**src/rtl/adder_rr_scheduler_pkg.sv**
```systemverilog
// Shared types and constants for the round-robin adder scheduler.
// Output-stage FSM encoding, default widths and stats counter sizing.
package adder_rr_scheduler_pkg;

    typedef enum logic {
        RSP_EMPTY = 1'b0,
        RSP_FULL  = 1'b1
    } rsp_state_t;

    localparam int DEF_N    = 64;
    localparam int DEF_NREQ = 4;
    localparam int DEF_IDW  = 2;

    localparam int                 STAT_W   = 16;
    localparam logic [STAT_W-1:0]  STAT_SAT = '1;

endpackage

```
**src/rtl/rr_arbiter_onehot.sv**
```systemverilog
// Round-robin arbiter: one-hot grant plus encoded index, searching upward from last_grant+1.
// Latency: combinational. Backpressure: en low forces an all-zero grant; gnt_idx still shows the winner.
// Reused by other shared-unit schedulers, so it holds no state of its own.
module rr_arbiter_onehot #(
    parameter int NREQ = 4,
    parameter int IDW  = 2
) (
    input  logic [NREQ-1:0] req,
    input  logic [IDW-1:0]  last_grant,
    input  logic            en,
    output logic [NREQ-1:0] gnt,
    output logic [IDW-1:0]  gnt_idx
);

    logic found;

    // Two passes: indices above the pointer first, then wrap to the bottom.
    always_comb begin
        found   = 1'b0;
        gnt_idx = '0;
        gnt     = '0;
        for (int i = 0; i < NREQ; i++) begin
            if (!found && req[i] && (IDW'(i) > last_grant)) begin
                found   = 1'b1;
                gnt_idx = IDW'(i);
            end
        end
        for (int i = 0; i < NREQ; i++) begin
            if (!found && req[i]) begin
                found   = 1'b1;
                gnt_idx = IDW'(i);
            end
        end
        for (int i = 0; i < NREQ; i++) begin
            gnt[i] = en && found && (gnt_idx == IDW'(i));
        end
    end

endmodule

```
**src/rtl/adder_rr_scheduler.sv**
```systemverilog
// Shares one carry-lookahead adder among NREQ requesters with round-robin grant; optional ADDER_RR_SCHEDULER_STATS_EN grant counters.
// Latency: 1 cycle accept-to-rsp_valid, one result per cycle. Backpressure: rsp_ready low while full blocks every req_ready.
module adder_rr_scheduler
    import adder_rr_scheduler_pkg::*;
#(
    parameter int n    = DEF_N,
    parameter int NREQ = DEF_NREQ,
    parameter int IDW  = DEF_IDW
) (
    input  logic                   clk,
    input  logic                   rst_n,
    input  logic [NREQ-1:0]        req_valid,
    output logic [NREQ-1:0]        req_ready,
    input  logic [NREQ*n-1:0]      req_x,
    input  logic [NREQ*n-1:0]      req_y,
    input  logic [NREQ-1:0]        req_cin,
    output logic                   rsp_valid,
    input  logic                   rsp_ready,
    output logic [IDW-1:0]         rsp_id,
    output logic [n:0]             rsp_sum
`ifdef ADDER_RR_SCHEDULER_STATS_EN
    ,
    input  logic                   stat_clr,
    output logic [NREQ*STAT_W-1:0] stat_grants
`endif
);

    rsp_state_t      state;
    logic [IDW-1:0]  last_grant;
    logic [IDW-1:0]  gnt_idx;
    logic [NREQ-1:0] gnt;
    logic            can_accept;
    logic            accept;
    logic [n-1:0]    x_sel, y_sel, p, g, s;
    logic            c_sel;
    logic [n:0]      c;

    assign can_accept = (state == RSP_EMPTY) || rsp_ready;

    // Gating with rst_n keeps every req_ready low while reset is asserted.
    rr_arbiter_onehot #(.NREQ(NREQ), .IDW(IDW)) u_arb (
        .req        (req_valid),
        .last_grant (last_grant),
        .en         (can_accept && rst_n),
        .gnt        (gnt),
        .gnt_idx    (gnt_idx)
    );

    assign req_ready = gnt;
    assign accept    = |gnt;
    assign rsp_valid = (state == RSP_FULL);

    always_comb begin
        x_sel = '0;
        y_sel = '0;
        c_sel = 1'b0;
        for (int i = 0; i < NREQ; i++) begin
            if (gnt_idx == IDW'(i)) begin
                x_sel = req_x[i*n +: n];
                y_sel = req_y[i*n +: n];
                c_sel = req_cin[i];
            end
        end
    end

    always_comb begin
        p    = x_sel | y_sel;
        g    = x_sel & y_sel;
        c    = '0;
        c[0] = c_sel;
        for (int i = 0; i < n; i++) begin
            c[i+1] = g[i] | (p[i] & c[i]);
        end
        s = x_sel ^ y_sel ^ c[n-1:0];
    end

    always_ff @(posedge clk or negedge rst_n) begin
        if (!rst_n) begin
            state      <= RSP_EMPTY;
            last_grant <= IDW'(NREQ - 1);
            rsp_id     <= '0;
            rsp_sum    <= '0;
        end else if (accept) begin
            state      <= RSP_FULL;
            last_grant <= gnt_idx;
            rsp_id     <= gnt_idx;
            rsp_sum    <= {c[n], s};
        end else if ((state == RSP_FULL) && rsp_ready) begin
            state      <= RSP_EMPTY;
        end
    end

`ifdef ADDER_RR_SCHEDULER_STATS_EN
    genvar gi;
    generate
        for (gi = 0; gi < NREQ; gi++) begin : g_stat
            logic [STAT_W-1:0] cnt;
            always_ff @(posedge clk or negedge rst_n) begin
                if (!rst_n) begin
                    cnt <= '0;
                end else if (stat_clr) begin
                    cnt <= '0;
                end else if (gnt[gi] && (cnt != STAT_SAT)) begin
                    cnt <= cnt + 1'b1;
                end
            end
            assign stat_grants[gi*STAT_W +: STAT_W] = cnt;
        end
    endgenerate
`endif

endmodule

```
**config.mk**
```make
export PLATFORM = sky130hd
export DESIGN_NAME = adder_rr_scheduler
export DESIGN_NICKNAME = d
export VERILOG_FILES = /design/src/rtl/adder_rr_scheduler_pkg.sv /design/src/rtl/rr_arbiter_onehot.sv /design/src/rtl/adder_rr_scheduler.sv
export SDC_FILE = /design/constraint.sdc
export NUM_CORES = 1
export LEC_CHECK = 0
export ABC_AREA = 1
export CORE_AREA = 3 3 228 230
export CTS_BUF_LIST = sky130_fd_sc_hd__clkbuf_2
export CTS_CLUSTER_DIAMETER = 200
export CTS_CLUSTER_SIZE = 12
export DETAILED_ROUTE_END_ITERATION = 8
export DIE_AREA = 0 0 231 233
export PLACE_DENSITY = 0.47
export SLEW_MARGIN = 0
export SYNTH_ARGS = -nofsm -noshare
export SYNTH_HDL_FRONTEND = slang
export SYNTH_HIERARCHICAL = 1
export SYNTH_SLANG_ARGS = --single-unit
```
**constraint.sdc**
```tcl
create_clock -name clk -period 52.8 [get_ports clk]
set_input_delay 10.56 -clock clk [delete_from_list [all_inputs] [get_ports clk]]
set_output_delay 10.56 -clock clk [all_outputs]
set_load 0.01 [all_outputs]
```
== Yosys cells after proc, flatten, opt, wreduce, memory -nomap -nowiden ==
Index checks and enable logic that the tools add are counted.
Operators by class
  $add $sub $neg: 0
  $mul: 0
  divide/modulo/power cells: 0
  magnitude comparators: 4
  eq/ne operators: 3
  shift operators: 0
  mux-type cells: 29
  bitwise logic cells: 133
  reduce and logical (&&, ||, !) cells: 29
Operators by type and width (count)
  $mux W64: 8
  $xor A64 B64 Y64: 2
  $and A1 B1 Y1: 64
  $and A64 B64 Y64: 1
  $or A1 B1 Y1: 64
  $or A64 B64 Y64: 1
  $logic_and A1 B1 Y1: 18
  $mux W1: 15
  $mux W2: 6
  $logic_not A1 Y1: 7
  $eq A2 B2 Y1 const B: 2
  $gt A1 B2 Y1 const A: 2
  $gt A2 B2 Y1 const A: 2
  $reduce_or A4 Y1: 1
  $eq A2 B1 Y1 const B: 1
  $logic_not A2 Y1: 1
  $reduce_bool A2 Y1: 1
  $logic_or A1 B1 Y1: 1
  $not A1 Y1: 1
Storage, ports and cells
  bits in registers: 70
  bits in latches: 0
  memory bits (writable): 0
  bits in read-only memories: 0
  input port bits: 523
  output and inout port bits: 72
  logic and storage cells: 202
  memories kept: 0

== Longest topological paths before layout ==
  depth after elaboration: 161
  mapped depth: 82
  mapped depth without buffers: 80

== Hierarchy ==
The synthesis kept the hierarchy.
Modules (own cells, without submodules)
  adder_rr_scheduler: instances 1, cells an instance 1128, area each 7826.3 µm², sequential area each 1754.2 µm²
  rr_arbiter_onehot: instances 1, cells an instance 38, area each 200.2 µm², sequential area each 0.0 µm²

== Worst setup path after synthesis ==
OpenSTA, ideal clock, no wires.
  kind: input to register
  start: input req_valid[2]
  end: register rsp_sum[63]
  setup time: 0.065 ns
  data arrival time: 40.281 ns
  data required time: 52.735 ns
  setup slack: 12.454 ns
  cell stages on the path: 79
  buffers on the path: 3
  cell sequence: nand2_2 > nand2_2 > nand2_1 > inv_2 > nor2_2 > nand2_2 > buf_4 > buf_2 > buf_2 > nand3_1 > nand4_1 > fa_1 > fa_1 > fa_1 > fa_1 > fa_1 > fa_1 > fa_1 > [43 not listed] > fa_1 > fa_1 > fa_1 > fa_1 > fa_1 > fa_1 > fa_1 > fa_1 > fa_1 > fa_1 > fa_1 > inv_1 > fa_1 > fa_1 > fa_1 > inv_1 > nand2_1 > nand2_1
Between the ends
  cells in the longest elaborated chain, start to end: 152
  elaborated cells between the ends (all ways): 177
  those cells by class: eq/ne (3); mux (24); bitwise (130); reduce/logical (20)
Ends and longest elaborated chain
  from (decl): RTL line adder_rr_scheduler.sv:12  | input logic [NREQ-1:0] req_valid,
  $logic_and A1 B1 Y1 (2 in a row): RTL line rr_arbiter_onehot.sv:23  | if (!found && req[i] && (IDW'(i) > last_grant)) begin
  $mux W1: RTL line rr_arbiter_onehot.sv:23
  $logic_not A1 Y1: RTL line rr_arbiter_onehot.sv:23
  $logic_and A1 B1 Y1 (2 in a row): RTL line rr_arbiter_onehot.sv:23
  $mux W1: RTL line rr_arbiter_onehot.sv:23
  $logic_not A1 Y1: RTL line rr_arbiter_onehot.sv:29  | if (!found && req[i]) begin
  $logic_and A1 B1 Y1: RTL line rr_arbiter_onehot.sv:29
  $mux W1: RTL line rr_arbiter_onehot.sv:29
  [9 not listed]
  named net gnt_idx[1]: RTL line adder_rr_scheduler.sv:30  | logic [IDW-1:0] gnt_idx;
  [125 not listed]
  $or A1 B1 Y1: RTL line adder_rr_scheduler.sv:72  | c[i+1] = g[i] | (p[i] & c[i]);
  $and A1 B1 Y1: RTL line adder_rr_scheduler.sv:72
  $or A1 B1 Y1: RTL line adder_rr_scheduler.sv:72
  $and A1 B1 Y1: RTL line adder_rr_scheduler.sv:72
  $or A1 B1 Y1: RTL line adder_rr_scheduler.sv:72
  $and A1 B1 Y1: RTL line adder_rr_scheduler.sv:72
  $or A1 B1 Y1: RTL line adder_rr_scheduler.sv:72
  $xor A64 B64 Y64: RTL line adder_rr_scheduler.sv:74  | s = x_sel ^ y_sel ^ c[n-1:0];
  to (signal assigned): RTL line adder_rr_scheduler.sv:87  | rsp_sum <= {c[n], s};
  to (decl): RTL line adder_rr_scheduler.sv:20  | output logic [n:0] rsp_sum
The timed path passes the listed nets; every way through them passes the cells marked *.
A chain may end at the register's enable or synchronous reset.

== Worst setup path in the final report ==
Ends and elaborated chain as after synthesis.

==> impl_metrics.env <==
export IMPL_drtIter0Drc=565
export IMPL_slowest_stage="fa_1"
export IMPL_synth_seq_cells=70
export IMPL_synthSimpleGateAreaFrac=0.534
export IMPL_die_h_um=233
export IMPL_area_growth_pct=80.4
export IMPL_timing_final_ws_setup_ns=10.49
export IMPL_leakagePower_nw=5.69
export IMPL_start_util=0.160
export IMPL_muxShareOfSynthArea=0
export IMPL_synth_compound_area_share=0.00733
export IMPL_synth_adder_area_share=0.160
export IMPL_antenna_found_initial=4
export IMPL_path_clk_slew_ns=0.19
export IMPL_core_area_sq_mm=0.0501
export IMPL_pwr_share_comb=0.830
export IMPL_cp_required_ns=53.37
export IMPL_reg2reg_slack_ns=20.28
export IMPL_layout_min_cycle_time_ns=42.31
export IMPL_place_inst=2329
export IMPL_dp_hpwl_um=38200
export IMPL_pwr_share_seq=0.132
export IMPL_cts_root_buffer="clkbuf_2"
export IMPL_cts_hold_fix_buffers=0
export IMPL_intPower_mw=0.335
export IMPL_fin_area_sq_mm=0.0145
export IMPL_rows=82
export IMPL_finalCritPeriodShare=0.801
export IMPL_die_x_um=231
export IMPL_ir_drop_v=0.0000267
export IMPL_finClkSkew_ns=0.0308
export IMPL_ctsResizeCount=0
export IMPL_gp_congestion=0.942
export IMPL_cp_arrival_ns=42.88
export IMPL_hold_violations=0
export IMPL_ys_seq_area_frac=0.219
export IMPL_clock_power_share=0.039
export IMPL_drt_total_wl_um=48500
export IMPL_syn_avg_cell_area_sq_um=6.88
export IMPL_drcViolationCount=0
export IMPL_cts_sinks=70
export IMPL_drive_gt1_frac=0.0317
export IMPL_path_class="input port to register"
export IMPL_cp_endpoint="rsp_sum[63]"
export IMPL_clk_latency_ns=0.65
export IMPL_die_area_sq_mm=0.0538
export IMPL_postCtsSetupRepairBufs=0
export IMPL_nFillCells=5541
export IMPL_avgViaCountPerCell=4.56
export IMPL_tightest_slew_ns=0.994
export IMPL_power_density_mw_per_mm2=51.8
export IMPL_max_clock_path_buffers=2
export IMPL_grt_start_max_net_pins=95
export IMPL_pre_cts_ws_ns=9.42
export IMPL_synth_nets=1753
export IMPL_ioPinCount=595
export IMPL_nets=2255
export IMPL_synth_cell_types=23
export IMPL_worst_setup_path_start_kind="input port"
export IMPL_cp_max_fo=72
export IMPL_hold_class="register to register"
export IMPL_regToRegStartpoint="last_grant[0]"
export IMPL_port_buffers=594
export IMPL_max_cap_violations=0
export IMPL_worst_path_most_repeated_cell="fa_1"
export IMPL_crit_path_end_kind="register"
export IMPL_ant_nets=0
export IMPL_first_pass_iters=5
export IMPL_grt_pass1_wl_um=70700
export IMPL_routed_via_count=10700
export IMPL_rsz0062_at_grt="false"
export IMPL_syn_cell_area_sq_mm=0.00803
export IMPL_first_global_vias=11400
export IMPL_slowest_delay_ns=0.52
export IMPL_fmax_mhz=23.6
export IMPL_cp_startpoint="req_valid[2]"
export IMPL_placed_area_sq_mm=0.0144
export IMPL_post_drt_wl_per_cell_um=20.6
export IMPL_slew_limit_headroom=0.337
export IMPL_maxSlewViolCount=0
export IMPL_cts_tree="built"
export IMPL_grt_overflow=0
export IMPL_htree_levels=3
export IMPL_netSwitchingFraction=0.553
export IMPL_setup_viol=0
export IMPL_regToRegEndpoint="rsp_sum[63]"
export IMPL_synthCells=1166
export IMPL_track_usage=0.173
export IMPL_finalSetupTns_ns=0
export IMPL_ys_warn_count=6
export IMPL_synthXorXnorAreaFrac=0
export IMPL_stdcell_count=2348
export IMPL_run_status="finished clean"
export IMPL_r2r_cells=80
export IMPL_switchingPower_mw=0.415
export IMPL_synth_top_family_by_area="simple AND/OR/NAND/NOR gates"
export IMPL_cts_made_buffers=9
## layout make-up
cell class / instances / area [sq um] / share of cell area
repair buffers: 610 / 6080 / 0.420
clock buffers: 13 / 65.1 / 0.00449
inverters: 16 / 65.1 / 0.00449
diodes: 3 / 7.51 / 0.000519
flip-flops and latches: 70 / 1750 / 0.121
well taps: 672 / 841 / 0.0581
multi-input cells: 961 / 5650 / 0.391
clock inverters: 3 / 13.8 / 0.000951
## metal layers
metal | GRT usage | vias up | part of all wire
met1 | 0.208 | 5116 | 0.41
met5 | 0 | - | 0.00070
met4 | 0.0467 | 4 | 0.023
met2 | 0.301 | 432 | 0.49
li1 | - | 5097 | -
met3 | 0.0511 | 51 | 0.073
## state kept, by name (all words and copies together) (netlist names)
| register | flops |
|---|---|
| rsp_sum | 65 |
| rsp_valid | 1 |
| rsp_id | 2 |
| last_grant | 2 |
## power by group through the flow
stage                     Sequential [mW]  Clock (mW)  Combinational, mW
final                              0.0989      0.0289              0.622
after global routing                0.103      0.0341              0.707
after CTS                          0.0993      0.0325              0.642
after detailed placement            0.100           0              0.638
after global placement             0.0994           0              0.638
after floorplan                     0.111           0              0.385
## worst max-delay path, delay by kind of cell
family	cells	cell delay, ns
adder cells (fa/ha/maj)	64	29.48
AND/OR/NAND/NOR	11	1.39
buffers and inverters	5	1.31
## cells by family after synthesis
group,after synthesis
buf+inv,135
compound gates,10
simple gates,887
fa+ha+maj,64
flops,70
## metrics by stage
stage          hold WS, ns  power [mW]  utilization
2_1_floorplan        0.472       0.496            -
3_3_place_gp         0.491       0.738        0.287
3_5_place_dp         0.495       0.738        0.287
4_1_cts              0.531       0.774        0.289
5_1_grt              0.550       0.843        0.289
6_report             0.526       0.750        0.289
## worst min path at each step
stage	from	end	slack (ns)	cells after the start
after floorplan	last_grant[0]	last_grant[0]	0.47	2
after global placement	rsp_sum[26]	rsp_sum[26]	0.49	2
after detailed placement	rsp_sum[14]	rsp_sum[14]	0.49	2
after CTS	last_grant[0]	last_grant[0]	0.53	2
after global routing	last_grant[0]	last_grant[0]	0.55	2
final	last_grant[1]	last_grant[1]	0.53	2
## cells in the mapped netlist
cell type | instances | share of area
nand3_1 | 454 | 0.28
nand2_1 | 287 | 0.13
nand4_1 | 122 | 0.095
buf_2 | 83 | 0.052
dfrtp_1 | 68 | 0.21
fa_1 | 64 | 0.16
clkbuf_1 | 21 | 0.0098
inv_1 | 13 | 0.0061
buf_4 | 9 | 0.0084
o21ai_0 | 7 | 0.0044
buf_1 | 6 | 0.0028
or2_0 | 6 | 0.0047
nand2_2 | 5 | 0.0039
nor2_1 | 5 | 0.0023
nor2_4 | 4 | 0.0056
nor2_2 | 3 | 0.0023
dfstp_2 | 2 | 0.0065
inv_2 | 2 | 0.00094
a21oi_2 | 1 | 0.0011
inv_4 | 1 | 0.00078
nand4_4 | 1 | 0.0026
o211ai_1 | 1 | 0.00094
o21a_1 | 1 | 0.00094
## layout by cell type (no fill, tap or decap), drive strengths merged
cell type	n
clkdlybuf4s50	593
nand3	454
nand2	292
nand4	123
dfrtp	68
fa	64
buf	17
inv	16
clkbuf	13
nor2	12
o21ai	7
or2	6
diode	3
clkinv	3
dfstp	2
o21a	1
o211ai	1
a21oi	1
No activity file was read; power rests on OpenSTA's default activity.
